## src/rtl/vlc_bit_packer_if.sv

```systemverilog
// vlc_bit_packer_if: codeword input and packed-word output bundle.
// VLC_PACKER_STATS_EN adds the bit_count/word_count statistics.
interface vlc_bit_packer_if #(
    parameter int WORD_W = 32,
    parameter int LEN_W  = 6
);
    logic [31:0]       vlc_code;
    logic [LEN_W-1:0]  vlc_length;
    logic              vlc_enable;
    logic              vlc_flush;
    logic [WORD_W-1:0] out_data;
    logic              out_valid;
    logic [2:0]        out_bytes;
    logic              flush_done;
    logic              busy;
    logic              len_error;
`ifdef VLC_PACKER_STATS_EN
    logic [31:0]       bit_count;
    logic [15:0]       word_count;

    modport master (
        output vlc_code, vlc_length, vlc_enable, vlc_flush,
        input  out_data, out_valid, out_bytes, flush_done, busy,
        input  len_error, bit_count, word_count
    );
    modport slave (
        input  vlc_code, vlc_length, vlc_enable, vlc_flush,
        output out_data, out_valid, out_bytes, flush_done, busy,
        output len_error, bit_count, word_count
    );
`else
    modport master (
        output vlc_code, vlc_length, vlc_enable, vlc_flush,
        input  out_data, out_valid, out_bytes, flush_done, busy,
        input  len_error
    );
    modport slave (
        input  vlc_code, vlc_length, vlc_enable, vlc_flush,
        output out_data, out_valid, out_bytes, flush_done, busy,
        output len_error
    );
`endif
endinterface

```

## src/rtl/vlc_bit_packer.sv

```systemverilog
// vlc_bit_packer: packs right-aligned VLC codewords MSB-first into 32-bit words.
// Optional macro VLC_PACKER_STATS_EN adds per-slice bit_count/word_count.
module vlc_bit_packer #(
    parameter int WORD_W = 32,
    parameter int LEN_W  = 6
) (
    input logic             clock,
    input logic             reset_n,
    vlc_bit_packer_if.slave bus
);
    typedef enum logic {RUN, FLUSH2} state_t;

    state_t            state_q, state_d;
    logic [63:0]       acc_q, acc_d;
    logic [5:0]        fill_q, fill_d;
    logic [WORD_W-1:0] out_data_q, out_data_d;
    logic              out_valid_q, out_valid_d;
    logic [2:0]        out_bytes_q, out_bytes_d;
    logic              flush_done_q, flush_done_d;
    logic              busy_q, busy_d;
    logic              len_error_q, len_error_d;

    logic [LEN_W-1:0]  len_clamp;
    logic [LEN_W-1:0]  app_len;
    logic [31:0]       mask;
    logic [31:0]       code_m;
    logic [6:0]        shamt;
    logic [6:0]        new_fill;
    logic [63:0]       app_acc;

    function automatic logic [2:0] nbytes(input logic [6:0] n);
        logic [6:0] t;
        t = n + 7'd7;
        return t[5:3];
    endfunction

    // Clamp the length, mask the code and place it below the current fill.
    always_comb begin
        len_clamp = (bus.vlc_length > LEN_W'(32)) ? LEN_W'(32) : bus.vlc_length;
        app_len   = (state_q == RUN && bus.vlc_enable) ? len_clamp : '0;
        mask      = (app_len == LEN_W'(32)) ? 32'hFFFF_FFFF
                                            : ((32'd1 << app_len) - 32'd1);
        code_m    = bus.vlc_code & mask;
        new_fill  = 7'(fill_q) + 7'(app_len);
        shamt     = 7'd64 - new_fill;
        app_acc   = acc_q | (64'(code_m) << shamt);
    end

    // Next-state, accumulator update and registered output decode.
    always_comb begin
        state_d      = state_q;
        acc_d        = acc_q;
        fill_d       = fill_q;
        out_data_d   = '0;
        out_valid_d  = 1'b0;
        out_bytes_d  = 3'd0;
        flush_done_d = 1'b0;
        busy_d       = 1'b0;
        len_error_d  = len_error_q;
        unique case (state_q)
            RUN: begin
                if (bus.vlc_enable && bus.vlc_length > LEN_W'(32)) begin
                    len_error_d = 1'b1;
                end
                if (bus.vlc_flush) begin
                    if (new_fill == 7'd0) begin
                        flush_done_d = 1'b1;
                        acc_d        = '0;
                        fill_d       = '0;
                    end else if (new_fill <= 7'd32) begin
                        out_data_d   = app_acc[63:32];
                        out_valid_d  = 1'b1;
                        out_bytes_d  = nbytes(new_fill);
                        flush_done_d = 1'b1;
                        acc_d        = '0;
                        fill_d       = '0;
                    end else begin
                        out_data_d  = app_acc[63:32];
                        out_valid_d = 1'b1;
                        out_bytes_d = 3'd4;
                        acc_d       = app_acc << 32;
                        fill_d      = 6'(new_fill - 7'd32);
                        state_d     = FLUSH2;
                    end
                end else if (new_fill >= 7'd32) begin
                    out_data_d  = app_acc[63:32];
                    out_valid_d = 1'b1;
                    out_bytes_d = 3'd4;
                    acc_d       = app_acc << 32;
                    fill_d      = 6'(new_fill - 7'd32);
                end else begin
                    acc_d  = app_acc;
                    fill_d = new_fill[5:0];
                end
            end
            FLUSH2: begin
                busy_d       = 1'b1;
                out_data_d   = acc_q[63:32];
                out_valid_d  = 1'b1;
                out_bytes_d  = nbytes(7'(fill_q));
                flush_done_d = 1'b1;
                acc_d        = '0;
                fill_d       = '0;
                state_d      = RUN;
                if (bus.vlc_enable || bus.vlc_flush) begin
                    len_error_d = 1'b1;
                end
            end
            default: state_d = RUN;
        endcase
    end

    // State, accumulator and output registers.
    always_ff @(posedge clock or negedge reset_n) begin
        if (!reset_n) begin
            state_q      <= RUN;
            acc_q        <= '0;
            fill_q       <= '0;
            out_data_q   <= '0;
            out_valid_q  <= 1'b0;
            out_bytes_q  <= 3'd0;
            flush_done_q <= 1'b0;
            busy_q       <= 1'b0;
            len_error_q  <= 1'b0;
        end else begin
            state_q      <= state_d;
            acc_q        <= acc_d;
            fill_q       <= fill_d;
            out_data_q   <= out_data_d;
            out_valid_q  <= out_valid_d;
            out_bytes_q  <= out_bytes_d;
            flush_done_q <= flush_done_d;
            busy_q       <= busy_d;
            len_error_q  <= len_error_d;
        end
    end

    assign bus.out_data   = out_data_q;
    assign bus.out_valid  = out_valid_q;
    assign bus.out_bytes  = out_bytes_q;
    assign bus.flush_done = flush_done_q;
    assign bus.busy       = busy_q;
    assign bus.len_error  = len_error_q;

`ifdef VLC_PACKER_STATS_EN
    logic [31:0] bit_count_q, bit_count_d;
    logic [15:0] word_count_q, word_count_d;

    // Counters hold through flush_done, then restart for the next slice.
    always_comb begin
        bit_count_d  = (flush_done_q ? 32'd0 : bit_count_q) + 32'(app_len);
        word_count_d = (flush_done_q ? 16'd0 : word_count_q) + 16'(out_valid_d);
    end

    // Statistics registers.
    always_ff @(posedge clock or negedge reset_n) begin
        if (!reset_n) begin
            bit_count_q  <= '0;
            word_count_q <= '0;
        end else begin
            bit_count_q  <= bit_count_d;
            word_count_q <= word_count_d;
        end
    end

    assign bus.bit_count  = bit_count_q;
    assign bus.word_count = word_count_q;
`endif
endmodule

```

## src/flat_wrapper.sv

```systemverilog
// flat-port wrapper written by rule: the top's interface ports become plain ports
module vlc_bit_packer_flat 
#(
    parameter int WORD_W = 32,
    parameter int LEN_W  = 6
)
  (clock, reset_n, bus_vlc_code, bus_vlc_length, bus_vlc_enable, bus_vlc_flush, bus_out_data, bus_out_valid, bus_out_bytes, bus_flush_done, bus_busy, bus_len_error);
  vlc_bit_packer_if #(.WORD_W(WORD_W), .LEN_W(LEN_W)) bus_i ();
  input logic clock;
  input logic reset_n;
  input wire logic [$bits(bus_i.vlc_code)-1:0] bus_vlc_code;
  input wire logic [$bits(bus_i.vlc_length)-1:0] bus_vlc_length;
  input wire logic [$bits(bus_i.vlc_enable)-1:0] bus_vlc_enable;
  input wire logic [$bits(bus_i.vlc_flush)-1:0] bus_vlc_flush;
  output wire logic [$bits(bus_i.out_data)-1:0] bus_out_data;
  output wire logic [$bits(bus_i.out_valid)-1:0] bus_out_valid;
  output wire logic [$bits(bus_i.out_bytes)-1:0] bus_out_bytes;
  output wire logic [$bits(bus_i.flush_done)-1:0] bus_flush_done;
  output wire logic [$bits(bus_i.busy)-1:0] bus_busy;
  output wire logic [$bits(bus_i.len_error)-1:0] bus_len_error;
  assign bus_i.vlc_code = bus_vlc_code;
  assign bus_i.vlc_length = bus_vlc_length;
  assign bus_i.vlc_enable = bus_vlc_enable;
  assign bus_i.vlc_flush = bus_vlc_flush;
  assign bus_out_data = bus_i.out_data;
  assign bus_out_valid = bus_i.out_valid;
  assign bus_out_bytes = bus_i.out_bytes;
  assign bus_flush_done = bus_i.flush_done;
  assign bus_busy = bus_i.busy;
  assign bus_len_error = bus_i.len_error;
  vlc_bit_packer #(.WORD_W(WORD_W), .LEN_W(LEN_W)) u_core (.clock(clock), .reset_n(reset_n), .bus(bus_i));
endmodule
```

## config.mk

```make
export PLATFORM = sky130hd
export DESIGN_NAME = vlc_bit_packer_flat
export DESIGN_NICKNAME = d
export VERILOG_FILES = /design/src/rtl/vlc_bit_packer_if.sv /design/src/rtl/vlc_bit_packer.sv /design/src/flat_wrapper.sv
export SDC_FILE = /design/constraint.sdc
export NUM_CORES = 1
export LEC_CHECK = 0
export BUFFER_PORTS_ARGS = -buffer_cell sky130_fd_sc_hd__buf_2
export CAP_MARGIN = 40
export CORE_MARGIN = 2
export CORE_UTILIZATION = 45
export CTS_CLUSTER_DIAMETER = 50
export DETAILED_ROUTE_END_ITERATION = 8
export GPL_TIMING_DRIVEN = 1
export PLACE_DENSITY = 0.63
export SLEW_MARGIN = 20
export SYNTH_ARGS = -nofsm -noshare
export SYNTH_HDL_FRONTEND = slang
export SYNTH_SLANG_ARGS = --single-unit
```

## constraint.sdc

```tcl
create_clock -name clock -period 5.3 [get_ports clock]
set_clock_uncertainty 0.2 [all_clocks]
set_input_delay 1.06 -clock clock [delete_from_list [all_inputs] [get_ports clock]]
set_output_delay 1.06 -clock clock [all_outputs]
set_load 0.1 [all_outputs]
```

==> reports/qor.yml, run 1 <==
crit_top_cell: "inv_1"
grt_util_met3_pct: 6.147
synth_most_common_cell: "nor2_1"
slew_headroom_pct: 47.71
use_met2_pct: 55.51
place_ws_ns: -0.1701
grt_pass1_wl_um: 60970
drt_first_pass_iters: 7
clockBufferDepth: 2
finalHoldViolations: 0
dp.cells: 1638
synthCells: 1199
fp.dieH_um: 149.1
synth_top_family_by_area: "compound AO/OA/AOI/OAI gates"
io-pin-count: 81
r2r_cells: 18
grt_pass1_vias: 10290
rr_startpoint: "u_core.state_q$_DFF_PN0_"
diodes: 0
synth-main-ff-cell: "dfrtp_1"
final_nets: 1426
multiInputGateArea_um2: 6291
finish.utilization_pct: 55.96
grt_setup_unrepaired: "false"
async_flop_share_pct: 100.0
status: "complete, no violations"
fillCellCount: 1969
min_to: "u_core.bus.len_error$_DFFE_PN0P_"
critPathSlowestCell: "fa_1"
worst_pin_slew_ns: 0.7761
end_kind: "register"
cp.required_ns: 5.35
drive_gt1_share_pct: 24.20
synth.area.mux_share_pct: 3.462
synth_compound_area_share_pct: 34.67
synth_common_cells: "155 x nor2_1, 110 x dfrtp_1, 96 x a21oi_1"
rows: 53
final.setup.worst_slack_ns: 0.2485
fmax_mhz: 198.0
timing.rr.end: "u_core.acc_q[58]$_DFF_PN0_"
area_delta_synth_final_pct: 23.06
cp_cell_sequence: "buf_2, nand4bb_1, inv_1, ha_2, fa_1, inv_1, ha_1, inv_1, buf_12, o211ai_1, a2111oi_0, buf_4, nor3_1, a211oi_2, buf_4, nand2_1, o21ai_1, mux2i_1, a2111oi_1"
tritoncts: "built"
hp-start: "u_core.bus.len_error$_DFFE_PN0P_"
core_um2: 20820
hold_slack_ns: 0.2823
antenna_found_initial: 0
met1_usage_pct: 50.65
period_needed_ns: 5.051
cp_max_fo: 30
die-area_um2: 22220
stdcell_count: 1655
totalWireLength_um: 39750
synth_edf_count: 0
vias: 11030
grt-ovfl-total: 0
clkTransAtPathRegs_ns: 0.09
seqCellArea_um2: 2753
synth-seq-cells: 110
setup.worst_path.start_class: "primary input"
arrival_ns: 5.11
cts.hold.buffers_added: 0
period_share_pct: 95.31
maxCapViolations: 0
clock_latency_ns: 0.37
synthSimpleGateAreaFrac_pct: 24.64
wl_per_cell_um: 24.02
yosys.area.top_type_share_pct: 29.07
via_per_inst: 6.666
seq_area_frac_synth_pct: 29.07
dp_hpwl_um: 30300
post-cts-setup-buffers: 0
cp-startpoint: "bus_vlc_length[5]"
max_stage_delay_ns: 0.55
syn_area_per_cell_um2: 7.897
synth_area_leaders: "dfrtp_1 29%, nor2_1 6.1%, a21oi_1 5.1%, nand2_1 3.4%, nor3_1 3.0%"
io_buffers: 80
ctsResizeCount: 0
yosysTopAreaCell: "dfrtp_1"
busiest_layer: "met2"
setup_viol_count_final: 0
cts-root-buf: "clkbuf_16"
ctsHtreeMaxLevel: 3
synthesis.area_um2: 9469
maxSlewViolCount: 0
path_class: "in -> reg"
grt_max_degree: 46
place_congestion: 1.017
cts_buffers: 9
synth_fp_nets: 1250
ys_types: 98
cts_sinks: 110
yosysWarnings: 0
grt.total_usage_pct: 35.77
drt_iter0_markers: 1466
drc: 0
start_util_pct: 45.48
synth-xor-area-share_pct: 1.625
hold_class: "reg -> reg"
yosys.area_share.adder_pct: 1.268
ant_nets: 0
hold_depth: 1
r2r_slack_ns: 0.52
die_x_um: 149.1
[how the worst max path moves through the flow]
| stage | endpoint | cells after the start | slack (ns) |
|---|---|---|---|
| 6_report | u_core.acc_q[58]$_DFF_PN0_ | 19 | 0.25 |
| 5_1_grt | u_core.acc_q[58]$_DFF_PN0_ | 19 | 0.06 |
| 4_1_cts | u_core.acc_q[58]$_DFF_PN0_ | 19 | 0.17 |
| 3_5_place_dp | u_core.acc_q[58]$_DFF_PN0_ | 19 | -0.17 |
| 3_3_place_gp | u_core.bus.out_data[10]$_DFF_PN0_ | 18 | -0.12 |
| 2_1_floorplan | u_core.acc_q[59]$_DFF_PN0_ | 20 | 0.006 |
[state kept, by name, indices dropped and copies added, names as in the netlist]
signal	count
u_core.bus.out_bytes	3
u_core.bus.flush_done	1
u_core.bus.len_error	1
u_core.acc_q	64
u_core.state_q	1
u_core.bus.out_valid	1
u_core.fill_q	6
u_core.bus.busy	1
u_core.bus.out_data	32
[cell type report]
cell class	instances	area share [%]
multi-input cells	972	53.99
repair buffers	258	16.00
clock buffers	9	1.933
inverters	24	0.7731
clock inverters	7	0.7302
flip-flops and latches	110	23.62
well taps	275	2.953
[kinds of logic after synthesis]
kind of cell               Yosys count
AOI/OAI and AO/OA                  456
xor gates and xnor gates            16
adders and majority gates            9
buffers and inverters              117
DFF                                110
muxes                               29
and+or+nand+nor                    462
[stage by stage]
stage	area [um^2]	setup TNS, ns
global route	11650	0
finish	11650	0
global placement	11320	-0.3557
floorplan	9480	0
detailed placement	11330	-0.3954
CTS	11640	0
[critical path: cells and delay by family]
| kind | cells | cell delay (ns) |
|---|---|---|
| compound gates | 5 | 1.42 |
| buf+inv | 7 | 1.10 |
| fa+ha+maj | 3 | 1.06 |
| simple gates | 3 | 0.28 |
| mux | 1 | 0.18 |
[layer usage]
metal / part of all wire [%] / wire (um)
met4: 3.2 / 1289
met3: 10 / 4079
met5: 0 / 0
met1: 42 / 16500
met2: 45 / 17880
[cell usage in the layout, fill, tap and decap left out, types with 11 or more instances in the layout]
master,instances
o22ai_1,14
a211oi_1,31
mux2i_1,20
a22oi_1,13
dfrtp_1,110
a21oi_1,96
nor3_1,56
o31ai_1,15
a21o_1,18
o21ai_0,51
a31oi_1,25
nor2_1,155
inv_1,22
o211ai_1,15
buf_2,79
o221ai_1,11
nand3_1,34
and3_1,19
a211o_1,16
nor2b_1,14
buf_4,168
and2_1,17
nand2_1,85
nand2b_1,11
Power of run 1 is left out: the tool's default activity adds up to more than one toggle a clock period on the data nets, which glitch-free logic cannot reach.
==> run 2: changes to the inputs <==
--- a/config.mk
+++ b/config.mk
@@ -12,7 +12,7 @@
 export CTS_CLUSTER_DIAMETER = 50
 export DETAILED_ROUTE_END_ITERATION = 8
 export GPL_TIMING_DRIVEN = 1
-export PLACE_DENSITY = 0.63
+export PLACE_DENSITY = 0.61
 export SLEW_MARGIN = 20
 export SYNTH_ARGS = -nofsm -noshare
 export SYNTH_HDL_FRONTEND = slang
==> constraint.sdc (replaced) <==
create_clock -name clock -period 5.7 [get_ports clock]
set_clock_uncertainty 0.2 [all_clocks]
set_input_delay 1.14 -clock clock [delete_from_list [all_inputs] [get_ports clock]]
set_output_delay 1.14 -clock clock [all_outputs]
set_load 0.1 [all_outputs]
==> run 2 against run 1 <==
Against the previous run: non-clock buffer count decreased by 73; largest cell class unchanged; sequential share of layout area increased by 1.4 points; register-to-register slack better by 0.24 ns; critical path type unchanged; critical path depth decreased by 3; flip-flop and latch count did not move.
==> reports/qor.yml, run 2 (synthesized netlist as in run 1, its figures left out) <==
status: "complete, no violations"  # unchanged
worst_pin_slew_ns: 0.8830  # was 0.7761 ns
dp.cells: 1564  # was 1638
final_common_cell: "nor2_1"  # was buf_4
stdcell_count: 1582  # was 1655
drt_iter0_markers: 1337  # was 1466
diodes: 0  # unchanged
final_cell_mix: "155 x nor2_1, 110 x dfrtp_1, 98 x buf_4"  # was 168 x buf_4, 155 x nor2_1, 110 x dfrtp_1
critPathSlowestCell: "nor4b_1"  # was fa_1
cts.hold.buffers_added: 0  # unchanged
tritoncts: "built"  # unchanged
clkTransAtPathRegs_ns: 0.07  # was 0.09 ns
cts_buffers: 9  # unchanged
cp.required_ns: 5.73  # was 5.35 ns
io-pin-count: 81  # unchanged
core_um2: 20820  # unchanged
rows: 53  # unchanged
path_class: "in -> reg"  # unchanged
io_buffers: 80  # unchanged
r2r_cells: 17  # was 18
final_nets: 1353  # was 1426
slew_headroom_pct: 41.13  # was 47.71%
critPathBufInv: 4  # was 7
period_needed_ns: 5.475
antenna_found_initial: 0  # unchanged
wl_per_cell_um: 25.24  # was 24.02 um
ctsHtreeMaxLevel: 3  # unchanged
clockBufferDepth: 2  # unchanged
grt_max_degree: 64  # was 46
maxCapViolations: 0  # unchanged
grt_setup_unrepaired: "false"  # unchanged
fp.dieH_um: 149.1  # unchanged
largest_reg_flops: 64  # unchanged
drt_first_pass_iters: 6  # was 7
path_depth: 16  # was 19
period_share_pct: 96.05
area_delta_synth_final_pct: 16.25  # was 23.06%
dp_hpwl_um: 30220  # was 30300 um
max_stage_delay_ns: 0.71  # was 0.55 ns
setup_viol_count_final: 0  # unchanged
finalInstanceArea_um2: 11010  # was 11650 um^2
die-area_um2: 22220  # unchanged
vias: 10700  # was 11030
start_util_pct: 45.48  # unchanged
placed_area_um2: 10700  # was 11330 um^2
setup.worst_path.start_class: "primary input"  # unchanged
drc: 0  # unchanged
cts_sinks: 110  # unchanged
finish.utilization_pct: 52.87  # was 55.96%
fillCellCount: 2016  # was 1969
hold_class: "reg -> reg"  # unchanged
maxSlewViolCount: 0  # unchanged
grt_pass1_vias: 10190  # was 10290
cts-root-buf: "clkbuf_16"  # unchanged
drive_gt1_share_pct: 19.82  # was 24.20%
top_register: "u_core.acc_q"  # unchanged
end_kind: "register"  # unchanged
timing.critical_path.max_delay_family: "compound AO/OA/AOI/OAI gates"  # unchanged
via_per_inst: 6.765  # was 6.666
post-cts-setup-buffers: 0  # unchanged
finalHoldViolations: 0  # unchanged
cp_cell_sequence: "buf_2, nor4b_1, and3_1, inv_1, ha_1, inv_1, a31o_2, buf_4, a41oi_1, o21ai_1, o22ai_1, o21ai_0, o21ai_0, mux2i_1, o21ai_1, a2111oi_1"  # was buf_2, nand4bb_1, inv_1, ha_2, fa_1, inv_1, ha_1, inv_1, buf_12, o211ai_1, a2111oi_0, buf_4, nor3_1, a211oi_2, buf_4, nand2_1, o21ai_1, mux2i_1, a2111oi_1
setup_tns_ns: 0  # unchanged
hold_depth: 1  # unchanged
die_x_um: 149.1  # unchanged
clock_latency_ns: 0.36  # was 0.37 ns
grt.total_usage_pct: 36.09  # was 35.77%
ctsResizeCount: 0  # unchanged
grt-ovfl-total: 0  # unchanged
grt_pass1_wl_um: 61110  # was 60970 um
ant_nets: 0  # unchanged
arrival_ns: 5.50  # was 5.11 ns
cp_max_fo: 12  # was 30
place_congestion: 1.025  # was 1.017
totalWireLength_um: 39920  # was 39750 um
fmax_mhz: 182.7
## run 2: changes by cell type in the layout (fill, tap and decap cells not counted), moves of 2 or more
cell	delta
clkinv_8	-3
buf_12	-4
clkinv_4	+2
buf_4	-70
## run 2: metrics by stage
stage                     worst slack [ns]  hold WS, ns
after floorplan                     0.2455       0.1745
after global placement             0.07618       0.2623
after detailed placement           0.05257       0.2684
after CTS                           0.4459       0.2867
after global routing               0.03575       0.3003
final                               0.2251       0.2793
## run 2: worst reg2reg max path, stage by stage, from the launching register on
cell and delay (ns):
dfrtp_1 0.61, nand4bb_1 0.21, inv_1 0.06, ha_2 0.19, fa_1 0.55, inv_1 0.08, ha_1 0.32, inv_1 0.34
o211ai_1 0.21, a2111oi_0 0.46, buf_4 0.19, nor3_1 0.04, a211oi_1 0.40, buf_4 0.22, nand2_1 0.05, o21ai_1 0.10
mux2i_1 0.18, a2111oi_1 0.40
## run 2: final timing paths
check	start	endpoint	slack, ns
setup / recovery	bus_vlc_length[5]	u_core.acc_q[59]$_DFF_PN0_	0.23
hold / removal	u_core.bus.len_error$_DFFE_PN0P_	u_core.bus.len_error$_DFFE_PN0P_	0.28
setup reg to reg	u_core.state_q$_DFF_PN0_	u_core.acc_q[58]$_DFF_PN0_	0.76
hold reg to reg	u_core.bus.len_error$_DFFE_PN0P_	u_core.bus.len_error$_DFFE_PN0P_	0.28
max in group asynchronous	reset_n	u_core.acc_q[17]$_DFF_PN0_	3.62
min in group asynchronous	reset_n	u_core.bus.flush_done$_DFF_PN0_	0.50
## run 2: cell type report
class / instances / area [um^2] / share of cell area (%)
Multi-Input combinational cell: 972 / 6275 / 57.00
Sequential cell: 110 / 2753 / 25.01
Inverter: 24 / 90.09 / 0.8184
Clock inverter: 6 / 53.80 / 0.4887
Clock buffer: 10 / 229.0 / 2.080
Timing Repair Buffer: 185 / 1264 / 11.48
Tap cell: 275 / 344.1 / 3.126
## run 2: per-layer routing
layer / share of wire (%) / global-route usage [%] / wire length [um] / vias to the layer above
met1: 42 / 50.54 / 16930 / 5166
met2: 43 / 53.34 / 17320 / 633
met3: 11 / 10.15 / 4390 / 98
li1: - / - / - / 4805
met5: 0 / 0 / 0 / -
met4: 3.2 / 12.62 / 1287 / 0
Power of run 2 is left out for the same reason.
==> run 3: changes to the inputs <==
--- a/config.mk
+++ b/config.mk
@@ -5,6 +5,7 @@
 export SDC_FILE = /design/constraint.sdc
 export NUM_CORES = 1
 export LEC_CHECK = 0
+export ABC_AREA = 1
 export BUFFER_PORTS_ARGS = -buffer_cell sky130_fd_sc_hd__buf_2
 export CAP_MARGIN = 40
 export CORE_MARGIN = 2
==> constraint.sdc (replaced) <==
create_clock -name clock -period 6.3 [get_ports clock]
set_clock_uncertainty 0.2 [all_clocks]
set_input_delay 1.26 -clock clock [delete_from_list [all_inputs] [get_ports clock]]
set_output_delay 1.26 -clock clock [all_outputs]
set_load 0.1 [all_outputs]
==> run 3 against run 2 <==
Against the previous run: first-iteration DRC count shrank 29%; flip-flop and latch count unchanged; critical path depth grew 6.
==> reports/qor.yml, run 3 <==
drt_first_pass_iters: 6  # unchanged
hold_depth: 1  # unchanged
r2r_slack_ns: 1.68  # was 0.76 ns
diodes: 0  # unchanged
yosysTopAreaCell: "dfrtp_1"  # unchanged
final_common_cell: "nand3_1"  # was nor2_1
setup_viol_count_final: 0  # unchanged
grt.total_usage_pct: 30.12  # was 36.09%
finalInstanceArea_um2: 9783  # was 11010 um^2
yosys.area.top_type_share_pct: 31.44  # was 29.07%
dp_hpwl_um: 22880  # was 30220 um
syn_area_per_cell_um2: 6.409  # was 7.897 um^2
min_to: "u_core.bus.len_error$_DFFE_PN0P_"  # unchanged
seq_area_frac_synth_pct: 31.44  # was 29.07%
cts_sinks: 110  # unchanged
ctsHtreeMaxLevel: 3  # unchanged
antenna_found_initial: 0  # unchanged
post-cts-setup-buffers: 0  # unchanged
synth_fp_nets: 1417  # was 1250
core_um2: 19270  # was 20820 um^2
hold_class: "reg -> reg"  # unchanged
top_register: "u_core.acc_q"  # unchanged
synthesis.area_um2: 8755  # was 9469 um^2
leakagePower_nw: 5.192
async_flop_share_pct: 100.0  # unchanged
synth-main-ff-cell: "dfrtp_1"  # unchanged
via_per_inst: 5.617  # was 6.765
setup_tns_ns: 0  # unchanged
cp_max_fo: 8  # was 12
worst_pin_slew_ns: 0.7473  # was 0.8830 ns
slew_headroom_pct: 49.99  # was 41.13%
ctsResizeCount: 0  # unchanged
grt_pass1_vias: 8692  # was 10190
timing.rr.end: "u_core.bus.out_data[17]$_DFF_PN0_"  # was u_core.acc_q[58]$_DFF_PN0_
rr_startpoint: "u_core.state_q$_DFF_PN0_"  # unchanged
p_int_mw: 2.145
io_buffers: 80  # unchanged
period_share_pct: 80.62
wl_per_cell_um: 18.01  # was 25.24 um
synth_most_common_cell: "nand3_1"  # was nor2_1
switching_share_pct: 59.53
start_util_pct: 45.43  # was 45.48%
tritoncts: "built"  # unchanged
synth_area_leaders: "dfrtp_1 31%, nand3_1 21%, nand2_1 12%, nor2_1 6.1%, inv_1 5.5%"  # was dfrtp_1 29%, nor2_1 6.1%, a21oi_1 5.1%, nand2_1 3.4%, nor3_1 3.0%
fp.dieH_um: 143.5  # was 149.1 um
drt_iter0_markers: 945  # was 1337
clock_latency_ns: 0.37  # was 0.36 ns
r2r_cells: 22  # was 17
io-pin-count: 81  # unchanged
rows: 51  # was 53
path_class: "in -> reg"  # unchanged
cts.hold.buffers_added: 0  # unchanged
area_delta_synth_final_pct: 11.75  # was 16.25%
pwr-share-seq_pct: 18.2
synth_common_cells: "365 x nand3_1, 284 x nand2_1, 143 x nor2_1"  # was 155 x nor2_1, 110 x dfrtp_1, 96 x a21oi_1
clkTransAtPathRegs_ns: 0.08  # was 0.07 ns
totalWireLength_um: 30360  # was 39920 um
fmax_mhz: 196.9
die-area_um2: 20590  # was 22220 um^2
power.share.clock_pct: 11.7
power_density_nw_per_um2: 541.9
die_x_um: 143.5  # was 149.1 um
period_needed_ns: 5.079
cts-root-buf: "clkbuf_16"  # unchanged
finalHoldViolations: 0  # unchanged
grt_setup_unrepaired: "false"  # unchanged
place_congestion: 0.9582  # was 1.025
fillCellCount: 2039  # was 2016
yosysWarnings: 0  # unchanged
p_comb_share_pct: 70.1
drc: 0  # unchanged
clockBufferDepth: 2  # unchanged
grt_max_degree: 64  # unchanged
finish.utilization_pct: 50.77  # was 52.87%
synth-seq-cells: 110  # unchanged
status: "complete, no violations"  # unchanged
hp-start: "u_core.bus.len_error$_DFFE_PN0P_"  # unchanged
end_kind: "register"  # unchanged
placed_area_um2: 9428  # was 10700 um^2
drive_gt1_share_pct: 13.58  # was 19.82%
arrival_ns: 5.17  # was 5.50 ns
setup.worst_path.start_class: "primary input"  # unchanged
final_cell_mix: "365 x nand3_1, 284 x nand2_1, 142 x nor2_1"  # was 155 x nor2_1, 110 x dfrtp_1, 98 x buf_4
vias: 9470  # was 10700
vdd_drop_max_uv: 330.8
cts_buffers: 9  # unchanged
power_switching_mw: 3.156
ant_nets: 0  # unchanged
synthCells: 1366  # was 1199
cp.required_ns: 6.39  # was 5.73 ns
total_power_mw: 5.301
final_nets: 1467  # was 1353
grt-ovfl-total: 0  # unchanged
maxCapViolations: 0  # unchanged
grt_pass1_wl_um: 47870  # was 61110 um
synth_edf_count: 0  # unchanged
ys_types: 49  # was 98
hold_slack_ns: 0.2811  # was 0.2793 ns
largest_reg_flops: 64  # unchanged
maxSlewViolCount: 0  # unchanged
run 3: cell types whose count changed in the layout (fill, tap and decap cells not counted), sizes merged, moves of 16 or more:
cell / before / now
nand3: 34 / 386
nand2: 85 / 292
inv: 25 / 142
buf: 184 / 108
nor3: 60 / 5
o21ai: 61 / 23
a211oi: 32 / 0
mux2i: 21 / 0
nand4: 9 / 30
a31oi: 26 / 8
a21o: 18 / 1
and2: 17 / 1
run 3: critical path, stage by stage:
cell	delay, ns
buf_2	0.13
inv_2	0.11
nand2_1	0.10
nor2_2	0.18
ha_1	0.23
fa_1	0.44
inv_1	0.10
ha_1	0.15
inv_1	0.05
nor2_1	0.13
inv_1	0.07
nor2_1	0.10
inv_1	0.05
nand2_1	0.05
nand2_1	0.09
nor2_1	0.52
inv_1	0.22
nor2_1	0.64
nand3_1	0.20
nand3_1	0.15
nand2_1	0.05
a21oi_1	0.14
run 3: layout make-up:
cell class	count	area, um^2	share of cell area (%)
Clock buffer	9	225.2	2.302
Clock inverter	7	102.6	1.049
Sequential cell	110	2753	28.14
Multi-Input combinational cell	1043	5150	52.64
Tap cell	265	331.6	3.389
Timing Repair Buffer	108	680.7	6.957
Inverter	144	540.5	5.525
run 3: layer usage:
metal	vias to the layer above	part of all wire [%]	global-route usage, %
li1	4637	-	-
met1	4445	45	41.73
met2	335	44	46.82
met3	53	8.1	6.864
met4	0	2.7	9.236
met5	-	0	0
run 3: stage by stage:
step                      instances  setup WS, ns
after floorplan                1366         1.922
after global placement         1666        0.9774
after detailed placement       1669        0.9010
after CTS                      1685         1.262
after global routing           1686        0.8003
final                          1686         1.221
run 3: kinds of logic (layout without fill, tap and decap cells):
logic type,after synthesis,count (layout),share of synthesized area [%]
flops,110,110,31.44
fa+ha+maj,9,9,1.372
compound gates,142,142,8.975
buf+inv,213,268,9.804
xor+xnor,6,6,0.6003
simple gates,886,886,47.81
run 3: worst max path at each step:
stage	startpoint	slack [ns]	to
6_report	bus_vlc_length[5]	1.22	u_core.bus.out_data[17]$_DFF_PN0_
5_1_grt	bus_vlc_length[5]	0.80	u_core.acc_q[51]$_DFF_PN0_
4_1_cts	bus_vlc_length[5]	1.26	u_core.bus.out_data[26]$_DFF_PN0_
3_5_place_dp	bus_vlc_length[5]	0.90	u_core.bus.out_data[26]$_DFF_PN0_
3_3_place_gp	bus_vlc_length[5]	0.98	u_core.acc_q[35]$_DFF_PN0_
2_1_floorplan	bus_vlc_length[5]	1.92	u_core.bus.out_data[17]$_DFF_PN0_
run 3: power by group through the flow:
stage / Combinational (mW) / Sequential (mW) / Clock (mW)
after global placement: 3.59 / 0.974 / 0
final: 3.72 / 0.963 / 0.622
after CTS: 3.64 / 0.963 / 0.628
after global routing: 4.05 / 0.985 / 0.657
after floorplan: 2.11 / 1.54 / 0
after detailed placement: 3.62 / 0.976 / 0
Power figures use the tool's default switching activity.
